File: config.mk
export PLATFORM = sky130hd
export DESIGN_NAME = reflet_timer_bank
export DESIGN_NICKNAME = d
export VERILOG_FILES = /design/src/rtl/reflet_timer_pkg.sv /design/src/rtl/reflet_timer_channel.sv /design/src/rtl/reflet_timer_bank.sv
export SDC_FILE = /design/constraint.sdc
export NUM_CORES = 1
export LEC_CHECK = 0
export BUFFER_PORTS_ARGS = -buffer_cell sky130_fd_sc_hd__buf_2
export CAP_MARGIN = 20
export CELL_PAD_IN_SITES_DETAIL_PLACEMENT = 0
export CELL_PAD_IN_SITES_GLOBAL_PLACEMENT = 1
export CORE_UTILIZATION = 44
export CTS_CLUSTER_DIAMETER = 80
export DETAILED_ROUTE_END_ITERATION = 7
export PLACE_DENSITY_LB_ADDON = 0.1
export SLEW_MARGIN = 20
export SYNTH_ARGS = -nofsm -noshare
export SYNTH_HDL_FRONTEND = slang
export SYNTH_SLANG_ARGS = --single-unit
File: constraint.sdc
create_clock -name clk -period 6.15 [get_ports clk]
set_input_delay 0.3075 -clock clk [delete_from_list [all_inputs] [get_ports clk]]
set_output_delay 0.3075 -clock clk [all_outputs]
set_load 0.05 [all_outputs]
File: src/rtl/reflet_timer_pkg.sv
// Shared definitions for the reflet timer bank: channel modes and the channel ceiling.
// Optional prescaler is selected with the REFLET_TIMER_PRESCALER_EN macro in the top.
package reflet_timer_pkg;

  typedef enum logic {
    MODE_PERIODIC = 1'b0,
    MODE_ONESHOT  = 1'b1
  } mode_e;

  localparam int MAX_CHANNELS = 16;

endpackage

File: src/rtl/reflet_timer_channel.sv
// One timer channel: counter with >= limit compare, registered wrap pulse and one-shot done flag.
module reflet_timer_channel
  import reflet_timer_pkg::*;
#(
  parameter int size = 32
) (
  input  logic            clk,
  input  logic            reset,
  input  logic            tick_i,
  input  logic            enable_i,
  input  logic            oneshot_i,
  input  logic            restart_i,
  input  logic [size-1:0] max_i,
  output logic            out_o,
  output logic            done_o,
  output logic [size-1:0] count_o
);

  localparam logic [size-1:0] One = size'(1);

  logic [size-1:0] count_q, count_d;
  logic            out_q, out_d;
  logic            done_q, done_d;
  logic            advance;
  logic            atLimit;
  mode_e           mode;

  assign mode    = mode_e'(oneshot_i);
  // A zero limit freezes the channel; it also keeps max-1 from underflowing into the compare.
  assign advance = tick_i & enable_i & ~done_q & (max_i != '0);
  assign atLimit = count_q >= (max_i - One);

  always_comb begin
    count_d = count_q;
    out_d   = 1'b0;
    done_d  = done_q;
    if (restart_i) begin
      count_d = '0;
      done_d  = 1'b0;
    end else if (advance) begin
      if (atLimit) begin
        count_d = '0;
        out_d   = 1'b1;
        if (mode == MODE_ONESHOT) done_d = 1'b1;
      end else begin
        count_d = count_q + One;
      end
    end
  end

  always_ff @(posedge clk or negedge reset) begin
    if (!reset) begin
      count_q <= '0;
      out_q   <= 1'b0;
      done_q  <= 1'b0;
    end else begin
      count_q <= count_d;
      out_q   <= out_d;
      done_q  <= done_d;
    end
  end

  assign out_o   = out_q;
  assign done_o  = done_q;
  assign count_o = count_q;

endmodule

File: src/rtl/reflet_timer_bank.sv
// Bank of independent timer channels sharing one tick.
// Define REFLET_TIMER_PRESCALER_EN to add the prescale port and shared tick divider.
module reflet_timer_bank
  import reflet_timer_pkg::*;
#(
  parameter int size          = 32,
  parameter int channels      = 4,
  parameter int prescale_size = 8
) (
  input  logic                     clk,
  input  logic                     reset,
  input  logic [channels-1:0]      enable,
  input  logic [channels-1:0]      oneshot,
  input  logic [channels-1:0]      restart,
  input  logic [channels*size-1:0] max,
`ifdef REFLET_TIMER_PRESCALER_EN
  input  logic [prescale_size-1:0] prescale,
`endif
  output logic [channels-1:0]      out,
  output logic [channels-1:0]      done,
  output logic [channels*size-1:0] count
);

  localparam int NumChannels = (channels < MAX_CHANNELS) ? channels : MAX_CHANNELS;

  logic tick;

`ifdef REFLET_TIMER_PRESCALER_EN
  logic [prescale_size-1:0] div_q, div_d;

  // Free-running divider; the >= compare lets a lowered prescale wrap promptly.
  assign tick  = div_q >= prescale;
  assign div_d = tick ? '0 : div_q + prescale_size'(1);

  always_ff @(posedge clk or negedge reset) begin
    if (!reset) div_q <= '0;
    else        div_q <= div_d;
  end
`else
  assign tick = 1'b1;
`endif

  for (genvar i = 0; i < NumChannels; i++) begin : g_channel
    reflet_timer_channel #(
      .size(size)
    ) u_channel (
      .clk      (clk),
      .reset    (reset),
      .tick_i   (tick),
      .enable_i (enable[i]),
      .oneshot_i(oneshot[i]),
      .restart_i(restart[i]),
      .max_i    (max[i*size +: size]),
      .out_o    (out[i]),
      .done_o   (done[i]),
      .count_o  (count[i*size +: size])
    );
  end

endmodule
==> results of run 1 <==
[area by class of cell]
cell class	count	share of cell area
Tap cell	341	0.0298
Timing Repair Buffer	284	0.101
Clock buffer	22	0.0338
Clock inverter	10	0.00822
Inverter	30	0.00787
Multi-Input combinational cell	1226	0.581
Sequential cell	136	0.238
[critical path: cells and delay by family]
kind	cells	cell delay (ns)
adders and majority gates	1	0.27
AOI/OAI and AO/OA	6	1.63
xor gates and xnor gates	1	0.17
buffers and inverters	1	0.12
and+or+nand+nor	7	2.27
[cell usage after synthesis, drive strengths merged, types with 9 or more instances]
cell type / instances
o21ai: 50
and3: 21
a31oi: 9
or4: 18
nor2b: 12
and2: 10
nor4: 45
nor3: 52
clkbuf: 17
or3: 22
nand3b: 10
nor2: 188
xor2: 94
a21o: 9
buf: 16
nand3: 76
and4: 15
xnor2: 120
ha: 140
nand4: 43
nand2: 128
dfrtp: 136
a21oi: 68
nand2b: 16
or2: 11
inv: 30
[cells by family (layout without fill, tap and decap cells)]
family | after synthesis | after routing | synth area share
adders and majority gates | 140 | 140 | 0.146
xor gates and xnor gates | 214 | 214 | 0.157
AOI/OAI and AO/OA | 189 | 189 | 0.0998
and+or+nand+nor | 682 | 682 | 0.289
buffers and inverters | 63 | 346 | 0.0236
DFF | 136 | 136 | 0.284
muxes | 1 | 1 | 0.000939
[sequential cells by signal, summed over array words and instances, names as in the netlist]
register and count:
g_channel.u_channel.count_o 128, g_channel.u_channel.out_o 4, g_channel.u_channel.done_o 4
[layer usage]
| metal | routed length, µm | vias to the layer above | track usage |
|---|---|---|---|
| met3 | 1300 | 25 | 0.0371 |
| met2 | 15000 | 252 | 0.385 |
| met5 | 0 | - | 0 |
| met1 | 16400 | 5307 | 0.333 |
| met4 | 359 | 0 | 0.0552 |
| li1 | - | 5685 | - |
[where the power goes]
group          internal [W]  switching [W]  total [W]
logic              0.000115       0.000180   0.000294
clock network      0.000642       0.000395    0.00104
registers          0.000899     0.00000938   0.000909
[through the flow]
step	cells	area (µm²)	setup slack, ns	hold WS, ns
finish	2049	14300	1.69	0.137
global route	2049	14300	1.20	0.112
CTS	2049	14300	1.70	0.116
detailed placement	2016	13700	1.27	0.365
global placement	2016	13700	1.37	0.362
floorplan	1425	12000	2.00	0.0119
[how the worst max path moves through the flow]
| stage | start | endpoint | cells past startpoint |
|---|---|---|---|
| CTS | max[102] | g_channel[3].u_channel.count_o[20] | 16 |
| detailed placement | max[102] | g_channel[3].u_channel.count_o[5] | 16 |
| floorplan | max[35] | g_channel[1].u_channel.count_o[28] | 16 |
| global route | max[102] | g_channel[3].u_channel.count_o[4] | 16 |
| finish | max[102] | g_channel[3].u_channel.count_o[20] | 16 |
| global placement | max[35] | g_channel[1].u_channel.count_o[31] | 15 |
==> impl_metrics.prom, run 1 <==
# TYPE chip_impl_metric gauge
chip_impl_info{name="cts_root_buf",value="clkbuf_16"} 1
chip_impl_metric{name="worst-endpoint-arrival",unit="ns"} 4.78
chip_impl_metric{name="post-route-util",unit=""} 0.532
chip_impl_info{name="layout.cells.most_common_list",value="buf_2 (276), nor2_1 (188), ha_1 (140), dfrtp_1 (136), nand2_1 (128)"} 1
chip_impl_metric{name="grt_overflow_total",unit=""} 0
chip_impl_metric{name="totalNegativeSetupSlack",unit="ns"} 0
chip_impl_metric{name="chipWidth",unit="µm"} 167
chip_impl_metric{name="syn_inst",unit=""} 1425
chip_impl_metric{name="cp_slowest_stage_delay",unit="ns"} 0.57
chip_impl_metric{name="post_route_wl",unit="mm"} 33.1
chip_impl_metric{name="place.gp.congestion",unit=""} 0.874
chip_impl_metric{name="starting_density_of_the_core",unit=""} 0.446
chip_impl_metric{name="detailedPlacementHpwl",unit="mm"} 26.0
chip_impl_metric{name="io_buffer_count",unit=""} 277
chip_impl_metric{name="post_synth_num_cell_types",unit=""} 70
chip_impl_metric{name="cts-buffers-inserted",unit=""} 17
chip_impl_metric{name="final.period_utilization",unit=""} 0.726
chip_impl_info{name="cts_tree",value="built"} 1
chip_impl_info{name="start_kind",value="primary input"} 1
chip_impl_metric{name="maxCapViolations",unit=""} 0
chip_impl_metric{name="vdd.ir_drop.worst",unit="µV"} 131
chip_impl_metric{name="detail_route.first_pass.iterations",unit=""} 5
chip_impl_metric{name="antenna_violations_before_repair",unit=""} 0
chip_impl_metric{name="mappedNetlistArea",unit="µm²"} 12000
chip_impl_metric{name="critical_path_peak_fanout",unit=""} 25
chip_impl_metric{name="syn_nets",unit=""} 1707
chip_impl_metric{name="worstMarginPinSlew",unit="ns"} 1.12
chip_impl_metric{name="core_region_area",unit="µm²"} 26900
chip_impl_info{name="setup_repair_after_global_routing_missed_its_margin",value="no"} 1
chip_impl_metric{name="worstRegToRegCells",unit=""} 9
chip_impl_metric{name="vias_in_the_first_global_route",unit=""} 10600
chip_impl_metric{name="cts.repair.resized",unit=""} 0
chip_impl_metric{name="static_leakage",unit="nW"} 6.56
chip_impl_metric{name="grt_pass1_wl",unit="mm"} 53.8
chip_impl_info{name="synth_largest_area_cell",value="dfrtp_1"} 1
chip_impl_metric{name="antennaDiodeCount",unit=""} 0
chip_impl_info{name="worstHoldStart",value="oneshot[1]"} 1
chip_impl_metric{name="yosys.area.top_type_share",unit=""} 0.284
chip_impl_metric{name="drt-vias-per-instance",unit=""} 5.50
chip_impl_info{name="whs_endpoint",value="g_channel[1].u_channel.done_o"} 1
chip_impl_metric{name="async_set_reset_flop_share_out_of_synthesis",unit=""} 1.00
chip_impl_metric{name="pin_count",unit=""} 278
chip_impl_metric{name="power_density",unit="nW/µm²"} 156
chip_impl_info{name="final_common_cell",value="buf_2"} 1
chip_impl_metric{name="insertion_delay",unit="ns"} 0.42
chip_impl_info{name="crit_path_top_delay_cell",value="nand2b_1"} 1
chip_impl_metric{name="vias",unit=""} 11300
chip_impl_metric{name="yosysWarnings",unit=""} 0
chip_impl_metric{name="yosysSeqAreaShare",unit=""} 0.284
chip_impl_metric{name="postCtsSetupRepairBufs",unit=""} 0
chip_impl_metric{name="cts_hold_buf",unit=""} 1
chip_impl_metric{name="die_area",unit="µm²"} 27900
chip_impl_info{name="worstHoldPathType",value="in2reg"} 1
chip_impl_info{name="synthFlopType",value="dfrtp_1"} 1
chip_impl_metric{name="synth-edff-count",unit=""} 0
chip_impl_info{name="cp_common_cell",value="nand2b_1"} 1
chip_impl_metric{name="register_to_register_path_setup_slack",unit="ns"} 2.99
chip_impl_metric{name="post_synth.cell_area_avg",unit="µm²"} 8.42
chip_impl_metric{name="critical_path_required",unit="ns"} 6.47
chip_impl_metric{name="max_slew_margin",unit=""} 0.247
chip_impl_metric{name="layout.filler_cells",unit=""} 2564
chip_impl_metric{name="grt_start_max_net_pins",unit=""} 72
chip_impl_metric{name="synth_seq_cells",unit=""} 136
chip_impl_info{name="timing.critical_path.cells",value="buf_2 > nor4_1 > nand3_1 > nor3_1 > nand2b_1 > nand2b_1 > nor4_1 > xnor2_1 > ha_1 > a211oi_1 > o21bai_1 > a2111oi_0 > o21ai_0 > o21ai_1 > nand2b_1 > a21oi_1"} 1
chip_impl_metric{name="fraction_of_layout_cells_with_a_size_suffix_above_1",unit=""} 0.203
chip_impl_metric{name="deepest_clock_path_buffer_count",unit=""} 2
chip_impl_metric{name="area_taken_by_multi_input_logic_gates",unit="µm²"} 8320
chip_impl_metric{name="report.power.total",unit="W"} 0.00224
chip_impl_metric{name="htree_levels",unit=""} 4
chip_impl_metric{name="setup_viol",unit=""} 0
chip_impl_metric{name="period_minus_slack",unit="ns"} 4.46
chip_impl_metric{name="dr.first_iter.drc_count",unit=""} 524
chip_impl_metric{name="synthToLayoutAreaGrowth",unit="%"} 19.3
chip_impl_metric{name="die_y",unit="µm"} 167
chip_impl_metric{name="remaining_drc_errors",unit=""} 0
chip_impl_info{name="run_status",value="finished, final reports clean"} 1
chip_impl_metric{name="worst_clk_skew",unit="ns"} 0.0126
chip_impl_metric{name="sequential_cell_area",unit="µm²"} 3400
chip_impl_info{name="endpoint_kind",value="register"} 1
chip_impl_metric{name="worst_setup_hold_path_clk_slew",unit="ns"} 0.06
chip_impl_info{name="yosys-top-cells-area",value="dfrtp_1 (28%), ha_1 (15%), xnor2_1 (8.7%), xor2_1 (6.9%), nor2_1 (5.9%)"} 1
chip_impl_info{name="worstReg2RegStart",value="g_channel[1].u_channel.count_o[0]"} 1
chip_impl_info{name="critPathKind",value="in2reg"} 1
chip_impl_metric{name="final-hold-violation-count",unit=""} 0
chip_impl_metric{name="timing.fmax",unit="MHz"} 224
chip_impl_metric{name="timing.final.max_slew_violations",unit=""} 0
chip_impl_info{name="timing.rr.end",value="g_channel[1].u_channel.count_o[31]"} 1
chip_impl_metric{name="number_of_antenna_violating_nets_in_the_routed_design",unit=""} 0
chip_impl_metric{name="min_path_cells",unit=""} 2
chip_impl_metric{name="nNetsFinal",unit=""} 1977
chip_impl_metric{name="post_drt_wl_per_cell",unit="µm"} 16.2
chip_impl_metric{name="cts_num_sinks",unit=""} 136
chip_impl_metric{name="placement_rows",unit=""} 60
chip_impl_metric{name="gr-usage-all-layers",unit=""} 0.238
Power figures use the tool's default switching activity.
==> run 2: changes to the inputs <==
CORE_UTILIZATION = 41   (was 44)
clock period = 4.69 ns   (was 6.15 ns; I/O delays follow)
==> run 2 against run 1 <==
Die area rose by 7.2%. Via count up 0.23%. First-iteration DRC count rose by 4.8%. Critical path depth decreased by 1. Total power up 32%. Non-clock buffer count is 14 higher. Highest routed layer unchanged. Sequential power up 31%.
==> impl_metrics.prom, run 2 (same netlist as run 1, synthesis figures left out) <==
# TYPE chip_impl_metric gauge
chip_impl_info{name="run_status",value="finished, final reports clean"} 1
chip_impl_metric{name="cts.repair.resized",unit=""} 0
chip_impl_info{name="critPathKind",value="in2reg"} 1
chip_impl_metric{name="vias",unit=""} 11300
chip_impl_metric{name="period_minus_slack",unit="ns"} 4.26
chip_impl_metric{name="grt_start_max_net_pins",unit=""} 50
chip_impl_info{name="start_kind",value="primary input"} 1
chip_impl_metric{name="register_to_register_path_setup_slack",unit="ns"} 1.49
chip_impl_metric{name="totalNegativeSetupSlack",unit="ns"} 0
chip_impl_metric{name="postCtsSetupRepairBufs",unit=""} 0
chip_impl_metric{name="place.gp.congestion",unit=""} 0.853
chip_impl_info{name="setup_repair_after_global_routing_missed_its_margin",value="no"} 1
chip_impl_metric{name="vdd.ir_drop.worst",unit="µV"} 221
chip_impl_metric{name="power.clock.fraction",unit=""} 0.464
chip_impl_metric{name="chipWidth",unit="µm"} 173
chip_impl_metric{name="worst_clk_skew",unit="ns"} 0.0134
chip_impl_metric{name="timing.final.max_slew_violations",unit=""} 0
chip_impl_metric{name="detail_route.first_pass.iterations",unit=""} 5
chip_impl_metric{name="combPwrFrac",unit=""} 0.133
chip_impl_metric{name="dr.first_iter.drc_count",unit=""} 549
chip_impl_info{name="cts_tree",value="built"} 1
chip_impl_metric{name="power.switching",unit="W"} 0.000771
chip_impl_metric{name="antenna_violations_before_repair",unit=""} 0
chip_impl_info{name="worstHoldPathType",value="in2reg"} 1
chip_impl_metric{name="post_route_wl",unit="mm"} 34.1
chip_impl_metric{name="cts_num_sinks",unit=""} 136
chip_impl_metric{name="remaining_drc_errors",unit=""} 0
chip_impl_metric{name="drt-vias-per-instance",unit=""} 5.36
chip_impl_metric{name="number_of_antenna_violating_nets_in_the_routed_design",unit=""} 0
chip_impl_metric{name="pwr-share-seq",unit=""} 0.404
chip_impl_metric{name="grt_pass1_wl",unit="mm"} 56.2
chip_impl_metric{name="final-hold-violation-count",unit=""} 0
chip_impl_metric{name="static_leakage",unit="nW"} 6.64
chip_impl_metric{name="fraction_of_layout_cells_with_a_size_suffix_above_1",unit=""} 0.210
chip_impl_metric{name="gr-usage-all-layers",unit=""} 0.229
chip_impl_info{name="timing.rr.end",value="g_channel[1].u_channel.count_o[31]"} 1
chip_impl_metric{name="worst-endpoint-arrival",unit="ns"} 4.58
chip_impl_metric{name="post-place-ws",unit="ns"} 0.0466
chip_impl_metric{name="p_sw_frac",unit=""} 0.261
chip_impl_metric{name="pin_count",unit=""} 278
chip_impl_metric{name="detailedPlacementHpwl",unit="mm"} 26.8
chip_impl_metric{name="max_slew_margin",unit=""} 0.303
chip_impl_metric{name="insertion_delay",unit="ns"} 0.42
chip_impl_metric{name="placement_rows",unit=""} 62
chip_impl_info{name="cts_root_buf",value="clkbuf_16"} 1
chip_impl_metric{name="maxCapViolations",unit=""} 0
chip_impl_info{name="final_common_cell",value="buf_2"} 1
chip_impl_metric{name="io_buffer_count",unit=""} 277
chip_impl_metric{name="grt_overflow_total",unit=""} 0
chip_impl_metric{name="timing.hold.ws",unit="ns"} 0.0546
chip_impl_info{name="endpoint_kind",value="register"} 1
chip_impl_metric{name="largest_register_ffs",unit=""} 128
chip_impl_metric{name="min_path_cells",unit=""} 2
chip_impl_metric{name="worstRegToRegCells",unit=""} 9
chip_impl_info{name="worstHoldStart",value="oneshot[1]"} 1
chip_impl_metric{name="cts-buffers-inserted",unit=""} 17
chip_impl_metric{name="vias_in_the_first_global_route",unit=""} 10800
chip_impl_info{name="layout.cells.most_common_list",value="buf_2 (276), nor2_1 (188), ha_1 (140), dfrtp_1 (136), nand2_1 (128)"} 1
chip_impl_info{name="whs_endpoint",value="g_channel[1].u_channel.done_o"} 1
chip_impl_metric{name="nNetsFinal",unit=""} 1991
chip_impl_metric{name="timing.fmax",unit="MHz"} 235
chip_impl_metric{name="die_y",unit="µm"} 173
chip_impl_metric{name="die_area",unit="µm²"} 29900
chip_impl_metric{name="power_density",unit="nW/µm²"} 204
chip_impl_metric{name="setup_slack",unit="ns"} 0.426
chip_impl_metric{name="instances_no_fill",unit=""} 2106
chip_impl_metric{name="deepest_clock_path_buffer_count",unit=""} 2
chip_impl_metric{name="worst_setup_hold_path_clk_slew",unit="ns"} 0.06
chip_impl_metric{name="setup_viol",unit=""} 0
chip_impl_metric{name="starting_density_of_the_core",unit=""} 0.417
chip_impl_metric{name="core_region_area",unit="µm²"} 28800
chip_impl_metric{name="worstMarginPinSlew",unit="ns"} 1.05
chip_impl_metric{name="htree_levels",unit=""} 4
chip_impl_metric{name="synthToLayoutAreaGrowth",unit="%"} 20.6
chip_impl_info{name="worstReg2RegStart",value="g_channel[1].u_channel.count_o[0]"} 1
chip_impl_metric{name="intPower",unit="W"} 0.00218
chip_impl_metric{name="critical_path_required",unit="ns"} 5.01
chip_impl_metric{name="post_drt_wl_per_cell",unit="µm"} 16.2
chip_impl_metric{name="cts_hold_buf",unit=""} 1
chip_impl_metric{name="number_of_cells_after_detailed_placement",unit=""} 2073
chip_impl_metric{name="critical_path_peak_fanout",unit=""} 29
chip_impl_metric{name="final.period_utilization",unit=""} 0.909
chip_impl_metric{name="antennaDiodeCount",unit=""} 0
## run 2: area by class of cell
| class | count | area (µm²) |
|---|---|---|
| inverters | 30 | 113 |
| multi-input cells | 1226 | 8330 |
| well taps | 384 | 480 |
| clock inverters | 12 | 150 |
| flip-flops and latches | 136 | 3400 |
| repair buffers | 298 | 1550 |
| clock buffers | 20 | 447 |
| fillers | 2860 | 14300 |
## run 2: stage by stage
stage / util / total power [W] / cell area (µm²)
2_1_floorplan: - / 0.00142 / 12000
3_3_place_gp: 0.482 / 0.00160 / 13900
3_5_place_dp: 0.482 / 0.00161 / 13900
4_1_cts: 0.503 / 0.00299 / 14500
5_1_grt: 0.503 / 0.00309 / 14500
6_report: 0.503 / 0.00295 / 14500
## run 2: worst max path at each step
| stage | from | end | depth (start not counted) | slack (ns) |
|---|---|---|---|---|
| after floorplan | max[35] | g_channel[1].u_channel.count_o[28] | 16 | 0.61 |
| after global placement | max[35] | g_channel[1].u_channel.count_o[31] | 15 | 0.09 |
| after detailed placement | max[35] | g_channel[1].u_channel.count_o[8] | 16 | 0.05 |
| after CTS | max[35] | g_channel[1].u_channel.count_o[31] | 15 | 0.48 |
| after global routing | max[102] | g_channel[3].u_channel.count_o[20] | 17 | 0.05 |
| final | max[35] | g_channel[1].u_channel.count_o[31] | 15 | 0.43 |
## run 2: power groups by stage
stage	combinational [W]	sequential, W	clock, W
floorplan	0.000187	0.00123	0
global placement	0.000389	0.00121	0
detailed placement	0.000394	0.00121	0
CTS	0.000396	0.00119	0.00141
global route	0.000441	0.00119	0.00146
finish	0.000393	0.00119	0.00137
## run 2: per-layer routing
metal | global-route usage | share of wire | up-vias
met5 | 0 | 0 | -
met4 | 0.0372 | 0.0038 | 0
met3 | 0.0374 | 0.042 | 8
met2 | 0.373 | 0.46 | 248
met1 | 0.323 | 0.49 | 5334
li1 | - | - | 5705
## run 2: critical path, stage by stage
cell and delay (ns):
buf_2 0.12, or4_1 0.61, nor2_1 0.18, nand3_1 0.16, or2_1 0.33, nand2b_1 0.17, or4_1 0.42, xor2_1 0.16
ha_1 0.28, nand4_1 0.13, inv_1 0.06, a221oi_1 0.40, or3b_2 0.54, a21o_1 0.52, a21oi_1 0.25
